**src/rtl/load_return_buffer.sv**
```systemverilog
// load_return_buffer
//   Captures load responses from the d-cache. For each response it extracts
//   the addressed byte, halfword or word, sign- or zero-extends it, and
//   queues {tag, data} in a small FIFO. It presents the queued results in
//   order to the CDB arbiter under a valid/grant handshake. When the buffer
//   is nearly full it asks load issue to stall. A branch-mispredict flush
//   discards every queued result.
//
// Optional feature (macro LOAD_RET_BYPASS_EN):
//   When the FIFO is empty, an incoming response is presented on cdb_req_*
//   in the same cycle. If it is granted in that cycle, it is not stored.
//
// Ports:
//   clk, rst_n       clock; synchronous active-low reset
//   flush            discard all queued results (pointers return to 0)
//   ld_valid         d-cache response valid
//   ld_tag           ROB tag of the response
//   ld_word          raw aligned word from the d-cache
//   ld_size          0 = byte, 1 = half, 2/3 = word
//   ld_signed        1 = sign-extend, 0 = zero-extend
//   ld_byte_off      address bits [1:0] of the load
//   cdb_grant        arbiter accepts the presented result this cycle
//   cdb_req_valid    a result is presented
//   cdb_req_tag      tag of the presented result
//   cdb_req_data     extended data of the presented result
//   ld_stall_req     count >= DEPTH-1
//   count            number of queued entries
//   overflow         sticky: a response was dropped (cleared by reset only)

module load_return_buffer #(
  parameter int DEPTH      = 4,
  parameter int TAG_WIDTH  = 4,
  parameter int DATA_WIDTH = 32
) (
  input  logic                     clk,
  input  logic                     rst_n,
  input  logic                     flush,
  input  logic                     ld_valid,
  input  logic [TAG_WIDTH-1:0]     ld_tag,
  input  logic [DATA_WIDTH-1:0]    ld_word,
  input  logic [1:0]               ld_size,
  input  logic                     ld_signed,
  input  logic [1:0]               ld_byte_off,
  input  logic                     cdb_grant,
  output logic                     cdb_req_valid,
  output logic [TAG_WIDTH-1:0]     cdb_req_tag,
  output logic [DATA_WIDTH-1:0]    cdb_req_data,
  output logic                     ld_stall_req,
  output logic [$clog2(DEPTH):0]   count,
  output logic                     overflow
);

  localparam int DEPTH_BITS = $clog2(DEPTH);

  logic [DEPTH_BITS:0]   wr_ptr_q, wr_ptr_d;
  logic [DEPTH_BITS:0]   rd_ptr_q, rd_ptr_d;
  logic                  overflow_q, overflow_d;

  logic [TAG_WIDTH-1:0]  mem_tag  [DEPTH];
  logic [DATA_WIDTH-1:0] mem_data [DEPTH];

  logic                  empty, full, fifo_pop, push, drop;
  logic                  byp_taken;
  logic [DATA_WIDTH-1:0] ext_data;
  logic [7:0]            lane8;
  logic [15:0]           lane16;

  // Lane extraction and extension on the input side (little-endian).
  always_comb begin
    lane8    = ld_word[{ld_byte_off, 3'b000} +: 8];
    lane16   = ld_word[{ld_byte_off[1], 4'b0000} +: 16];
    ext_data = ld_word;
    case (ld_size)
      2'd0:    ext_data = {{(DATA_WIDTH-8){ld_signed & lane8[7]}}, lane8};
      2'd1:    ext_data = {{(DATA_WIDTH-16){ld_signed & lane16[15]}}, lane16};
      default: ext_data = ld_word;
    endcase
  end

  assign empty = (wr_ptr_q == rd_ptr_q);
  assign full  = (wr_ptr_q[DEPTH_BITS-1:0] == rd_ptr_q[DEPTH_BITS-1:0]) &&
                 (wr_ptr_q[DEPTH_BITS] != rd_ptr_q[DEPTH_BITS]);

  // A grant only pops a stored entry; a grant on a bypassed result
  // consumes the input instead of the FIFO.
  assign fifo_pop = !empty && cdb_grant;

`ifdef LOAD_RET_BYPASS_EN
  logic byp_active;
  assign byp_active = empty && ld_valid && !flush;
  assign byp_taken  = byp_active && cdb_grant;
`else
  assign byp_taken  = 1'b0;
`endif

  assign push = ld_valid && (!full || fifo_pop) && !byp_taken;
  assign drop = ld_valid && full && !fifo_pop;

  always_comb begin
    wr_ptr_d   = wr_ptr_q;
    rd_ptr_d   = rd_ptr_q;
    overflow_d = overflow_q || drop;
    if (flush) begin
      wr_ptr_d = '0;
      rd_ptr_d = '0;
    end else begin
      if (push)     wr_ptr_d = wr_ptr_q + 1'b1;
      if (fifo_pop) rd_ptr_d = rd_ptr_q + 1'b1;
    end
  end

  always_ff @(posedge clk) begin
    if (!rst_n) begin
      wr_ptr_q   <= '0;
      rd_ptr_q   <= '0;
      overflow_q <= 1'b0;
    end else begin
      wr_ptr_q   <= wr_ptr_d;
      rd_ptr_q   <= rd_ptr_d;
      overflow_q <= overflow_d;
    end
  end

  // Storage is not reset: the pointers alone decide what is valid.
  always_ff @(posedge clk) begin
    if (rst_n && !flush && push) begin
      mem_tag[wr_ptr_q[DEPTH_BITS-1:0]]  <= ld_tag;
      mem_data[wr_ptr_q[DEPTH_BITS-1:0]] <= ext_data;
    end
  end

  // The head output reads as zero while the buffer is empty, so the
  // reset values hold without resetting the storage.
  always_comb begin
    cdb_req_valid = !empty;
    cdb_req_tag   = '0;
    cdb_req_data  = '0;
    if (!empty) begin
      cdb_req_tag  = mem_tag[rd_ptr_q[DEPTH_BITS-1:0]];
      cdb_req_data = mem_data[rd_ptr_q[DEPTH_BITS-1:0]];
    end
`ifdef LOAD_RET_BYPASS_EN
    if (byp_active) begin
      cdb_req_valid = 1'b1;
      cdb_req_tag   = ld_tag;
      cdb_req_data  = ext_data;
    end
`endif
  end

  assign count        = wr_ptr_q - rd_ptr_q;
  assign ld_stall_req = (count >= (DEPTH_BITS+1)'(DEPTH - 1));
  assign overflow     = overflow_q;

endmodule

```
**config.mk**
```make
export PLATFORM = sky130hd
export DESIGN_NAME = load_return_buffer
export DESIGN_NICKNAME = d
export VERILOG_FILES = /design/src/rtl/load_return_buffer.sv
export SDC_FILE = /design/constraint.sdc
export NUM_CORES = 1
export LEC_CHECK = 0
export ABC_AREA = 1
export BUFFER_PORTS_ARGS = -buffer_cell sky130_fd_sc_hd__buf_2
export CAP_MARGIN = 20
export CORE_ASPECT_RATIO = 0.75
export CORE_MARGIN = 4
export CORE_UTILIZATION = 45
export DETAILED_ROUTE_END_ITERATION = 7
export PLACE_DENSITY = 0.67
export RECOVER_POWER = 100
export SETUP_SLACK_MARGIN = 0.2
export SLEW_MARGIN = 20
export SYNTH_ARGS = -nofsm -noshare
export SYNTH_HDL_FRONTEND = slang
export SYNTH_SLANG_ARGS = --single-unit
```
**constraint.sdc**
```tcl
create_clock -name clk -period 3.3 [get_ports clk]
set_input_delay 0.33 -clock clk [delete_from_list [all_inputs] [get_ports clk]]
set_output_delay 0.33 -clock clk [all_outputs]
set_load 0.01 [all_outputs]
```
# ---- Word-level counts from Yosys, hierarchy flattened
# Memories as Yosys holds them, arrays and structs flattened. A register that Yosys moved wholly into a read port is not among the register bits.
# Cells that the tools add are included.
dict set report totals {
  register_bits 7
  ram_bits 144
  input_bits 46
  output_inout_bits 42
  wordCells 42
  n_memories 2
}
# memory words width read_ports rd_clocked_by_memory_dff wr line
set mem_list {}
lappend mem_list {mem_data 4 32 1 1 1 60} ;# logic [DATA_WIDTH-1:0] mem_data [DEPTH];
lappend mem_list {mem_tag 4 4 1 1 1 59} ;# logic [TAG_WIDTH-1:0] mem_tag [DEPTH];
dict set report op_classes {
  n_addsub 3
  magnitude_cmp 1
  eq_ne 4
  shifts 2
  muxes 9
  n_bitwise 3
  n_reduce_logical 15
}
# cell count
set op_table {}
lappend op_table {{case mux 32 bit (2 select lines)} 1}
lappend op_table {{2-to-1 mux 32 bit} 1}
lappend op_table {{variable part select 32 x 6 -> 16 bit} 1}
lappend op_table {{variable part select 32 x 6 -> 8 bit} 1}
lappend op_table {{2-to-1 mux 2 bit} 4}
lappend op_table {{logical AND 1 bit} 7}
lappend op_table {{adder 3 x 1 -> 3 bit, second input constant} 2}
lappend op_table {{zero test 1 bit} 4}
lappend op_table {{2-to-1 mux 4 bit} 1}
lappend op_table {{equality test 3 bit} 1}
lappend op_table {{greater-or-equal comparator 3 x 2 -> 1 bit, second input constant} 1}
lappend op_table {{subtractor 3 bit} 1}
lappend op_table {{bitwise AND 1 bit} 2}
lappend op_table {{equality test 2 x 1 -> 1 bit, second input constant} 1}
lappend op_table {{equality test 2 bit} 1}
lappend op_table {{zero test 2 bit} 1}
lappend op_table {{logical OR 1 bit} 2}
lappend op_table {{2-to-1 mux 1 bit} 2}
lappend op_table {{OR reduction 2 bit} 1}
lappend op_table {{!= test 1 bit} 1}
lappend op_table {{NOT 1 bit} 1}

# ---- Depth between registers and ports, before layout
# Gate-level depths: netlist of run 1.
dict set report logic_depth {
  depth_word 8
  mapped_depth 9
  ltp_nobuf 9
}

# ---- Least setup slack after synthesis of run 1
# No wires, ideal clock.
dict set report synth_timing {
  path_kind {register to register}
  from {register wr_ptr_q[0]}
  to {memory mem_data[0][0] (enable)}
  setup_ns 0.429
  t_arrival_ns 2.651
  t_required_ns 2.871
  slack_ns 0.219
  stages_incl_launch_ff 8
  n_path_buf 0
  synth_period_minus_slack_ns 3.081
  path_cell_list {dfxtp_1 -> inv_1 -> ha_1 -> nand2_1 -> nor2_1 -> nand2_1 -> nand3_1 -> nor2_1}
}
dict set report synth_via {
  elab_chain_len 8
  word_cells_on_any_way 11
  classes_between {eq/ne (2); mux (2); reduce/logical (7)}
}
# item line
set synth_lines {}
lappend synth_lines {{start, declared} 55} ;# logic [DEPTH_BITS:0] wr_ptr_q, wr_ptr_d;
lappend synth_lines {{start signal, assigned} 118} ;# wr_ptr_q <= wr_ptr_d;
lappend synth_lines {{equality test 3 bit or equality test 2 bit (tied branches)} {80, 81}}
lappend synth_lines {{zero test 1 bit or logical AND 1 bit (tied branches)} -}
lappend synth_lines {{logical AND 1 bit or zero test 1 bit (tied branches)} {86, 96}}
lappend synth_lines {{logical OR 1 bit} 96} ;# assign push = ld_valid && (!full || fifo_pop) && !byp_taken;
lappend synth_lines {{logical AND 1 bit} 96}
lappend synth_lines {{logical AND 1 bit} 126} ;# if (rst_n && !flush && push) begin
lappend synth_lines {{2-to-1 mux 1 bit} 126}
lappend synth_lines {{2-to-1 mux 1 bit (implied by the code)} 128} ;# mem_data[wr_ptr_q[DEPTH_BITS-1:0]] <= ext_data;
lappend synth_lines {{end, declared} 60}
# Several ways; a longest one is shown, not always the timed one.

# ---- Worst setup path in the final report of run 1
dict set report layout_timing {
  from {register wr_ptr_q[0]}
  to {memory mem_data[0][6] (enable)}
}
# The elaborated chain is that of the path after synthesis.

==> flow_summary.ini, run 1 <==
[worst_setup_path]
cp_common_cell = nand2_1
r2r_slack_ps = 430
cp.required_ps = 3330
max_stage_delay_ps = 870
critPathMaxFanout = 36
worst-r2r-cell-count = 8
cp_num_buf_inv = 2
r2r_end = mem_data[0][6]
critPathLaunchType = register
critPathTopFamily = buffers and inverters
path_class = reg -> reg
timing.rr.start = wr_ptr_q[0]
cp-startpoint = wr_ptr_q[0]
path_cells = inv_1 > ha_1 > nand2_1 > nor2_1 > nand2_1 > nand3_1 > nor2_4 > clkbuf_2
cp_num_cells = 8
worstSetupEndpoint = mem_data[0][6]
cp.arrival_ps = 2900
cp-end-kind = register
cpMaxStageDelayCell = clkbuf_2

[power]
p_leak_nw = 3.01
power.density_nw_per_um2 = 552
irDropWorstVdd_v = 0.000357

[clocking]
cts.path.max_buffers = 2
postCtsHoldBufs = 0
cts.sinks = 153
htree_levels = 4
clk_pin_slew_ps = 70
cts_resized = 0
cts-root-buf = clkbuf_16
cts_tree = built
numCtsBuffers = 17
clk_latency_ps = 420
post-cts-setup-buffers = 0

[drt]
avgRoutedWirePerCell_um = 17.5
drt-initial-drc-count = 372
antenna_left = 0
vias = 5003
via_per_inst = 5.24
dr.pass1.iters = 5
route.detailed.drc = 0
wl_um = 16800

[synthesis]
syn_area_um2 = 6940
synth.area.top_cells = edfxtp_1, nor2_1, nand2_1, o21ai_0, a21oi_1
ys.flop_type = edfxtp_1
ys.warnings.count = 0
yosysTopAreaCell = edfxtp_1
synth_edf_count = 144
synthCells = 656
synth.avg_cell_area_um2 = 10.6
seq_area_frac_synth_pct = 64.9
synth_nets = 710
synth.top_cell.area_share_pct = 62.3
synth-seq-cells = 153
ys_types = 31
synthArstFlopShare_pct = 0

[die]
initial_core_util_pct = 45.7
die_w_um = 151
core-area_um2 = 15200
chipHeight_um = 116
ioPinCount = 88
row_count = 39
dieArea_um2 = 17500

[place]
gp_congestion = 0.888
dp_hpwl_um = 10600
place.port_buffers = 87

[global_routing]
grt_start_max_net_pins = 73
grt_overflow = 0
grt_usage_pct = 20.0
grt_pass1_wl_um = 26200
antenna_found_initial = 0
grt_pass1_vias = 4851

[sta]
worstMarginPinSlew_ps = 1160
fin_setup_tns_ps = 0
finalSetupViolCount = 0
hold_viol = 0
finalCritPeriodShare_pct = 87.0
slew_headroom_pct = 22.7
period_minus_slack_ps = 2870
rsz0062_at_grt = false
finClkSkew_ps = 9.68
slew_violations = 0
fmax_mhz = 348

[final_layout]
regArea_um2 = 4510
final_util_pct = 52.3
multi_input_area_um2 = 2030
layout-drive-gt1-share_pct = 15.2
syn2layout_area_growth_pct = 14.3
antennaDiodeCount = 0
final_nets = 791
n_fill_cell = 1359

[min_path]
holdPathStages = 3
hold_class = in -> reg

[run_status]
outcome = completed

[job]
maxCapViolations = 0
cells in the mapped netlist (4+ instances only):
library cell	number
clkbuf_1	7
nand2_1	93
nand2_2	5
inv_2	6
o211ai_1	5
a21oi_1	46
dfxtp_1	9
ha_1	7
nand3_1	13
o21ai_1	21
buf_2	16
o21ai_0	51
nor2_1	160
edfxtp_1	144
nand3_2	23
or2_2	4
inv_1	23
worst reg2reg max path: cells and delay by family (launching register included):
kind                     cells  cell delay [ps]
adder cells (fa/ha/maj)      1              330
flip-flops                   1              390
buffers and inverters        2              980
AND/OR/NAND/NOR              5              750
placed cells by master (no fill, tap or decap), types with 3 or more instances in the layout:
cell type | Yosys | layout
a21oi_1 | 46 | 46
o21ai_1 | 21 | 17
clkinv_4 | 0 | 3
dfxtp_1 | 9 | 8
ha_1 | 7 | 7
or2_2 | 4 | 4
nand2_2 | 5 | 4
clkbuf_2 | 3 | 5
buf_2 | 16 | 49
nor2_1 | 160 | 156
o21ai_0 | 51 | 55
clkbuf_1 | 7 | 38
nand2_1 | 93 | 95
inv_2 | 6 | 5
edfxtp_1 | 144 | 144
inv_6 | 0 | 5
nand3_1 | 13 | 34
o211ai_1 | 5 | 5
inv_1 | 23 | 24
clkbuf_16 | 0 | 17
clkinv_2 | 1 | 4
buf_4 | 3 | 4
nor2_4 | 1 | 4
where the power goes:
group | switching (mW) | total, mW | internal (mW)
combinational | 0.240 | 0.338 | 0.0980
sequential | 0.00623 | 2.17 | 2.17
clock | 0.811 | 1.86 | 1.05
total | 1.06 | 4.37 | 3.32
through the flow:
step	cell area [µm²]	instances	power, mW	hold slack [ps]	setup slack (ps)
2_1_floorplan	6940	656	2.43	429	219
5_1_grt	7930	955	4.54	144	222
3_5_place_dp	7550	923	2.57	448	771
6_report	7930	955	4.37	143	430
4_1_cts	8110	955	4.42	119	602
3_3_place_gp	7550	923	2.56	430	878
registers in the layout (all words and copies together) (netlist names), named ones only:
signal    cells
mem_data    128
mem_tag      16
overflow      1
rd_ptr_q      3
wr_ptr_q      3
cells by family after synthesis:
kind of cell	count (synthesis)	share of synthesized area, %
compound gates	123	9.05
buf+inv	65	4.58
flops	153	64.9
fa+ha+maj	8	1.55
simple gates	304	19.5
xor+xnor	3	0.379
area by class of cell:
type,instances,share of cell area [%]
Tap cell,205,3.23
Inverter,30,1.44
Clock buffer,17,5.36
Multi-Input combinational cell,438,25.6
Clock inverter,15,1.78
Timing Repair Buffer,97,5.84
Sequential cell,153,56.8
metal layers:
layer | vias to the layer above | GRT usage [%] | part of all wire [%]
met1 | 2367 | 28.9 | 45
met2 | 210 | 30.7 | 46
met4 | 0 | 5.31 | 1.1
met5 | - | 0 | 0
met3 | 20 | 4.77 | 8.2
li1 | 2406 | - | -
worst min-delay path by stage:
| stage | start | end | slack (ps) |
|---|---|---|---|
| after detailed placement | overflow | overflow | 450 |
| final | rst_n | overflow | 140 |
| after global routing | rst_n | overflow | 140 |
| after floorplan | ld_tag[0] | mem_tag[0][0] | 430 |
| after global placement | overflow | overflow | 430 |
| after CTS | ld_tag[0] | mem_tag[2][0] | 120 |
Power figures use the tool's default switching activity.
==> inputs of run 2 (changes only) <==
--- a/config.mk
+++ b/config.mk
@@ -9,9 +9,10 @@
 export BUFFER_PORTS_ARGS = -buffer_cell sky130_fd_sc_hd__buf_2
 export CAP_MARGIN = 20
 export CORE_ASPECT_RATIO = 0.75
-export CORE_MARGIN = 4
+export CORE_MARGIN = 1
 export CORE_UTILIZATION = 45
 export DETAILED_ROUTE_END_ITERATION = 7
+export MAX_ROUTING_LAYER = met4
 export PLACE_DENSITY = 0.67
 export RECOVER_POWER = 100
 export SETUP_SLACK_MARGIN = 0.2
==> run 2 against run 1 <==
- die area shrank 9.0%
- register-to-register slack got worse by 30 ps
- critical path type unchanged
- worst setup slack worse by 33 ps
- total power rose by 4.7%
- highest routed layer unchanged
==> flow_summary.ini, run 2 (synthesis results as in run 1) <==
[sta]
slew_violations = 0
period_minus_slack_ps = 2900
worstMarginPinSlew_ps = 1210
rsz0062_at_grt = false
holdWs_ps = 147
finalSetupViolCount = 0
hold_viol = 0
slew_headroom_pct = 19.5
finClkSkew_ps = 8.98
fmax_mhz = 344
fin_setup_tns_ps = 0
finalCritPeriodShare_pct = 88.0
layout_setup_ws_ps = 397

[final_layout]
final_area_um2 = 7980
most-common-layout-cells = nor2_1, edfxtp_1, nand2_1
syn2layout_area_growth_pct = 15.0
final_common_cell = nor2_1
largest_reg_flops = 128
antennaDiodeCount = 0
finalNonFillerCells = 947
final_nets = 789
layout-drive-gt1-share_pct = 13.3

[place]
place.port_buffers = 87
postPlaceCellArea_um2 = 7520
dp_hpwl_um = 10000
pre_cts_ws_ps = 836
dp.cells = 916
gp_congestion = 0.924

[worst_setup_path]
r2r_end = mem_data[3][31]
cp_common_cell = nand2_1
cp-end-kind = register
r2r_slack_ps = 400
cp.arrival_ps = 2930
cp.required_ps = 3330
timing.rr.start = wr_ptr_q[0]
critPathMaxFanout = 36
max_stage_delay_ps = 910
path_class = reg -> reg
worst-r2r-cell-count = 8
cpMaxStageDelayCell = clkbuf_2
critPathLaunchType = register
critPathTopFamily = buffers and inverters
cp_num_buf_inv = 2
path_cells = inv_1 > ha_1 > nand2_1 > nor2_1 > nand2_1 > nand3_1 > nor2_4 > clkbuf_2

[drt]
wl_um = 16100
avgRoutedWirePerCell_um = 17.0
dr.pass1.iters = 5
via_per_inst = 5.26
drt-initial-drc-count = 371
vias = 4982
route.detailed.drc = 0
antenna_left = 0

[global_routing]
grt_pass1_wl_um = 25500
antenna_found_initial = 0
grt_start_max_net_pins = 73
grt_overflow = 0
grt_usage_pct = 22.1
grt_pass1_vias = 4876

[die]
initial_core_util_pct = 47.1
dieArea_um2 = 15900
row_count = 38
chipHeight_um = 110
die_w_um = 145
core-area_um2 = 14700
ioPinCount = 88

[clocking]
cts.sinks = 153
clk_pin_slew_ps = 60
cts.path.max_buffers = 2
postCtsHoldBufs = 0
post-cts-setup-buffers = 0
clk_latency_ps = 420
cts_tree = built
cts-root-buf = clkbuf_16
htree_levels = 4
numCtsBuffers = 17
cts_resized = 0

[power]
irDropWorstVdd_v = 0.000409
p_int_mw = 3.60
comb_power_share_pct = 7.3
p_clk_share_pct = 45.3
p_seq_share_pct = 47.4
power.density_nw_per_um2 = 574
switching_share_pct = 21.5
switchingPower_uw = 983
p_leak_nw = 2.99

[min_path]
holdPathStages = 3
min_to = overflow
hold_class = in -> reg
worstHoldStart = rst_n

[job]
maxCapViolations = 0

[run_status]
outcome = completed
==> run 2: cell count changes in the layout (fill, tap and decap cells not counted), sizes merged <==
cell,before,now
clkbuf,60,69
bufinv,1,5
buf,54,45
inv,35,30
clkinvlp,2,3
clkinv,7,4
==> run 2: layout make-up <==
type / count / area (µm²)
Fill cell: 1317 / 6760
Sequential cell: 153 / 4510
Clock buffer: 19 / 433
Multi-Input combinational cell: 438 / 2040
Tap cell: 200 / 250
Clock inverter: 12 / 199
Timing Repair Buffer: 95 / 442
Inverter: 30 / 114
==> run 2: power groups by stage <==
stage / Sequential (mW) / Clock [mW] / Combinational (mW)
after detailed placement: 2.21 / 0 / 0.351
after floorplan: 2.21 / 0 / 0.218
after CTS: 2.17 / 2.10 / 0.353
final: 2.17 / 2.08 / 0.332
after global placement: 2.21 / 0 / 0.342
after global routing: 2.17 / 2.17 / 0.373
==> run 2: per-layer routing <==
metal | vias to the layer above | wire [µm] | share of wire [%] | GRT usage, %
met4 | 0 | 212 | 1.3 | 8.65
li1 | 2402 | - | - | -
met2 | 230 | 7240 | 45 | 34.6
met5 | - | 0 | 0 | -
met1 | 2327 | 7370 | 46 | 29.0
met3 | 23 | 1280 | 7.9 | 3.98
==> run 2: how the worst max path moves through the flow <==
| stage | from | cells after the start | slack, ps | end |
|---|---|---|---|---|
| global placement | wr_ptr_q[0] | 8 | 900 | mem_data[1][10] |
| global route | wr_ptr_q[0] | 8 | 210 | mem_data[3][21] |
| CTS | wr_ptr_q[0] | 8 | 570 | cdb_req_data[28] |
| finish | wr_ptr_q[0] | 8 | 400 | mem_data[3][31] |
| detailed placement | wr_ptr_q[0] | 8 | 840 | mem_data[3][22] |
| floorplan | wr_ptr_q[0] | 7 | 220 | mem_data[0][0] |
==> run 2: tightest hold or removal path, stage by stage <==
cell and delay (ps):
buf_2 100, inv_1 60, a21oi_1 40
==> run 2: through the flow <==
step	power [mW]	utilization [%]
after floorplan	2.43	-
after global placement	2.55	51.1
after detailed placement	2.56	51.1
after CTS	4.63	55.3
after global routing	4.72	54.1
final	4.58	54.1
